===== src/rtl/fetch_stage.sv =====
// rtl/fetch_stage.sv - instruction fetch front end: PC, IF/ID register, stall/redirect/halt control
// One-cycle fetch latency: instr at each posedge belongs to the pc of the cycle just ending.
module fetch_stage #(
  parameter int                     ADDR_SIZE  = 32,
  parameter int                     WORD_SIZE  = 32,
  parameter logic [ADDR_SIZE-1:0]   RESET_PC   = '0,
  parameter int                     IMEM_WORDS = 17,
  parameter logic [WORD_SIZE-1:0]   NOP_WORD   = '0
) (
  input  logic                 clk,
  input  logic                 rst,
  input  logic                 stall,
  input  logic                 redirect,
  input  logic [ADDR_SIZE-1:0] redirect_addr,
  input  logic [WORD_SIZE-1:0] instr,
  output logic [ADDR_SIZE-1:0] pc,
  output logic [WORD_SIZE-1:0] ifid_instr,
  output logic [ADDR_SIZE-1:0] ifid_pc4,
  output logic                 ifid_valid,
  output logic                 halted
);

  localparam logic [1:0] BOOT = 2'd0;
  localparam logic [1:0] RUN  = 2'd1;
  localparam logic [1:0] HALT = 2'd2;

  localparam logic [ADDR_SIZE-1:0] PC_LIMIT = ADDR_SIZE'(IMEM_WORDS * 4);

  logic [1:0]           state_q, state_d;
  logic [ADDR_SIZE-1:0] pc_q, pc_d;
  logic [WORD_SIZE-1:0] ifid_instr_q, ifid_instr_d;
  logic [ADDR_SIZE-1:0] ifid_pc4_q, ifid_pc4_d;
  logic                 ifid_valid_q, ifid_valid_d;

  logic [ADDR_SIZE-1:0] pc_plus4;
  logic [ADDR_SIZE-1:0] target;

  assign pc_plus4 = pc_q + ADDR_SIZE'(4);
  assign target   = {redirect_addr[ADDR_SIZE-1:2], 2'b00};

  always_comb begin
    state_d      = state_q;
    pc_d         = pc_q;
    ifid_instr_d = ifid_instr_q;
    ifid_pc4_d   = ifid_pc4_q;
    ifid_valid_d = ifid_valid_q;
    case (state_q)
      BOOT: begin
        ifid_instr_d = NOP_WORD;
        ifid_valid_d = 1'b0;
        state_d      = RUN;
      end
      RUN: begin
        if (redirect) begin
          pc_d         = target;
          ifid_instr_d = NOP_WORD;
          ifid_valid_d = 1'b0;
        end else if (stall) begin
          pc_d = pc_q;
        end else if (pc_q >= PC_LIMIT) begin
          ifid_instr_d = NOP_WORD;
          ifid_valid_d = 1'b0;
          state_d      = HALT;
        end else begin
          ifid_instr_d = instr;
          ifid_pc4_d   = pc_plus4;
          ifid_valid_d = 1'b1;
          pc_d         = pc_plus4;
        end
      end
      HALT: begin
        // Bubbles keep flowing even under stall; only a redirect restarts fetch.
        ifid_instr_d = NOP_WORD;
        ifid_valid_d = 1'b0;
        if (redirect) begin
          pc_d    = target;
          state_d = RUN;
        end
      end
      default: begin
        state_d = BOOT;
      end
    endcase
  end

  always_ff @(posedge clk or posedge rst) begin
    if (rst) begin
      state_q      <= BOOT;
      pc_q         <= RESET_PC;
      ifid_instr_q <= NOP_WORD;
      ifid_pc4_q   <= '0;
      ifid_valid_q <= 1'b0;
    end else begin
      state_q      <= state_d;
      pc_q         <= pc_d;
      ifid_instr_q <= ifid_instr_d;
      ifid_pc4_q   <= ifid_pc4_d;
      ifid_valid_q <= ifid_valid_d;
    end
  end

  assign pc         = pc_q;
  assign ifid_instr = ifid_instr_q;
  assign ifid_pc4   = ifid_pc4_q;
  assign ifid_valid = ifid_valid_q;
  assign halted     = (state_q == HALT);

endmodule


===== config.mk =====
export PLATFORM = sky130hd
export DESIGN_NAME = fetch_stage
export DESIGN_NICKNAME = d
export VERILOG_FILES = /design/src/rtl/fetch_stage.sv
export SDC_FILE = /design/constraint.sdc
export NUM_CORES = 1
export LEC_CHECK = 0
export CORE_MARGIN = 5
export CORE_UTILIZATION = 35
export CTS_CLUSTER_DIAMETER = 120
export DETAILED_ROUTE_END_ITERATION = 6
export PLACE_DENSITY = 0.69
export SYNTH_ARGS = -nofsm -noshare
export SYNTH_HDL_FRONTEND = slang
export SYNTH_SLANG_ARGS = --single-unit
export TNS_END_PERCENT = 20

===== constraint.sdc =====
create_clock -name clk -period 3.02 [get_ports clk]
set_input_delay 0.604 -clock clk [delete_from_list [all_inputs] [get_ports clk]]
set_output_delay 0.604 -clock clk [all_outputs]
set_load 0.01 [all_outputs]

==> metrics.txt <==
outcome complete, no violations; Yosys top cell by area dfrtp_1; startpoint types register; GR Overflow Total 0; root buffer cell clkbuf_16; Setup Fix Bufs, Post-CTS 0; Setup TNS Final 0 ns; largest net degree at the start of global routing 96; final core occ 0.541; worst path required time between 3 and 4 ns; Max Freq 0.394 GHz; first-pass GRT wire length 19.7 mm; clk buf depth 2; Mapped Area 0.00415 sq mm; TritonCTS clock tree done; Cell Rows 39; setup violators final 0; Post-DP HPWL ~8.4 mm; Synth Area per Inst 11.0 sq um; layout cell share with drive strength beyond 1 0.0636; Max-Cap Viols 0; PwrDens 618 mW/mm^2; Area contributors post-synth dfrtp_1 57%, a22o_1 6.8%, nor2b_1 4.4%, nor2_1 2.7%, a21oi_1 2.3%; fin crit share 0.840; CTS Hold Bufs 0; setup ws final around 0.48 ns; post-cts sizing count 0; DR iter-0 viols 190; actual slew at the worst max-slew pin ~0.6 ns; EDFF count, synth 0; Hold Slack 0.483 ns; Worst Path Max Fanout 30; ys async rst share 1.00; most frequent cell after synthesis dfrtp_1; worst hold path type reg2reg; final WL 11.9 mm; nets@finish about 600; Core Region 0.0115 sq mm; Most used DFF post-synth dfrtp_1; critical path type reg2reg; most frequent cells after synthesis 95 x dfrtp_1, 32 x a22o_1, 30 x nor2_1, 29 x nor2b_1, 21 x nand2_1; height of the chip 119 um; Post-Syn Instances 378; crit path DAT 2.80 ns; Top Ports between 150 and 200; vias in the first global route 3684; synth-to-layout area growth 50.2%; Clock Sinks 95; Synth cell types 48; Post-Place Worst Slack 0.449 ns; FF-to-FF setup slack 0.48 ns; crit path time final 2.54 ns; CP Capture Type register; vias after detailed routing 3585; port buffer count approximately 160; All-Layer GR Usage 0.170; Rel. slew slack 0.587; Synth top area share 0.573; Synth warnings 0; Pre-Repair DR Iteration Count 4; Clock Skews between 0.008 and 0.009 ns; flops & latches, synth 95; Routability Congestion between 0.8 and 0.9; ANT cells 0; DR DRC count 0; Avg WL per Cell 17.6 um; Max VDD drop 0.315 mV; Die Wd 119 um; Via density 5.29; Initial Utilization 0.360; final hold viol count 0; Routed Antenna Nets 0; initial antenna violation count 0; die area 0.0141 sq mm; max-slew violation count 0; sequential-to-total area share from yosys stat 0.573; RSZ-0062 raised after global routing false; Reg clk slew, reported paths 0.07 ns; Leak 2.67 nW; clock buffer count from CTS 9; worst-skew pair later-pin latency roughly 0.34 ns; H-tree levels 3
-- cell type report --
type | count | area [sq um]
well taps | 143 | 179
flip-flops and latches | 95 | 2380
multi-input cells | 248 | 1600
clock inverters | 7 | 145
repair buffers | 167 | 1660
fillers | 1025 | 5290
clock buffers | 9 | 225
inverters | 9 | 37.5
-- where the power goes --
group	switching [mW]	internal (mW)	total, mW
Combinational	0.433	0.461	0.894
Clock	0.486	0.896	1.38
Sequential	0.194	1.38	1.57
-- stage by stage --
| stage | std cells | area (sq um) | power [mW] |
|---|---|---|---|
| after floorplan | 381 | 4160 | 2.03 |
| after global placement | 662 | 5860 | 2.48 |
| after detailed placement | 662 | 5860 | 2.49 |
| after CTS | 678 | 6230 | 3.89 |
| after global routing | 678 | 6230 | 4.06 |
| final | 678 | 6230 | 3.85 |
-- state kept, by name, summed over array words and instances (netlist names) --
signal      count
ifid_instr     32
ifid_pc4       30
state_q         2
ifid_valid      1
pc             30
-- layout by cell type (no fill, tap or decap), drive strengths merged, types with 3 or more instances in the layout --
| master | netlist | layout |
|---|---|---|
| o22a | 10 | 10 |
| a21oi | 19 | 19 |
| mux2 | 5 | 5 |
| buf | 15 | 8 |
| inv | 9 | 8 |
| a221o | 3 | 3 |
| o211ai | 4 | 4 |
| conb | 1 | 4 |
| clkdlybuf4s50 | 0 | 159 |
| nand2b | 6 | 6 |
| ha | 3 | 3 |
| nand4 | 3 | 3 |
| nor3 | 6 | 6 |
| a22o | 32 | 32 |
| nor2 | 30 | 30 |
| dfrtp | 95 | 95 |
| clkbuf | 14 | 9 |
| nand3 | 12 | 12 |
| and4 | 4 | 4 |
| o22ai | 9 | 9 |
| a31oi | 7 | 7 |
| bufinv | 0 | 4 |
| o21ai | 8 | 8 |
| o32ai | 3 | 3 |
| nor2b | 29 | 29 |
| nor4 | 7 | 7 |
| o31ai | 3 | 3 |
| nand2 | 21 | 21 |
-- worst max-delay path: stages, from the launching register on --
cell and delay, ns:
dfrtp_1 0.45, nor4_1 0.39, nand4_1 0.26, nor4_2 0.46
nor2b_4 0.33, buf_4 0.35, a22o_1 0.21
-- layer usage --
layer	track usage	vias up	wire length [um]
met1	0.239	1732	5560
met4	0.0688	0	277
met2	0.252	170	5280
met3	0.0441	16	829
li1	-	1667	-
met5	0	-	0
-- path summary, 6_finish.rpt --
path                                        startpoint  depth (start not counted)                         end
worst max-delay path                pc[12]$_DFFE_PP0P_                          6  ifid_instr[23]$_DFFE_PP0P_
worst min-delay path            ifid_valid$_DFFE_PP0P_                          1      ifid_valid$_DFFE_PP0P_
worst max register to register      pc[12]$_DFFE_PP0P_                          6  ifid_instr[23]$_DFFE_PP0P_
worst min register to register  ifid_valid$_DFFE_PP0P_                          1      ifid_valid$_DFFE_PP0P_
max in group asynchronous                          rst                          3           pc[3]$_DFFE_PP0P_
min in group asynchronous                          rst                          3   ifid_instr[7]$_DFFE_PP0P_
-- cell families (layout without fill, tap and decap cells) --
group | Yosys count | count (layout) | synth area share
simple gates | 125 | 125 | 0.158
xor+xnor | 3 | 3 | 0.00634
flops | 95 | 95 | 0.573
other cells | 1 | 4 | 0.000904
mux | 5 | 5 | 0.0136
fa+ha+maj | 3 | 3 | 0.00905
compound gates | 108 | 108 | 0.193
buf+inv | 38 | 192 | 0.0468
Power figures use the tool's default switching activity.
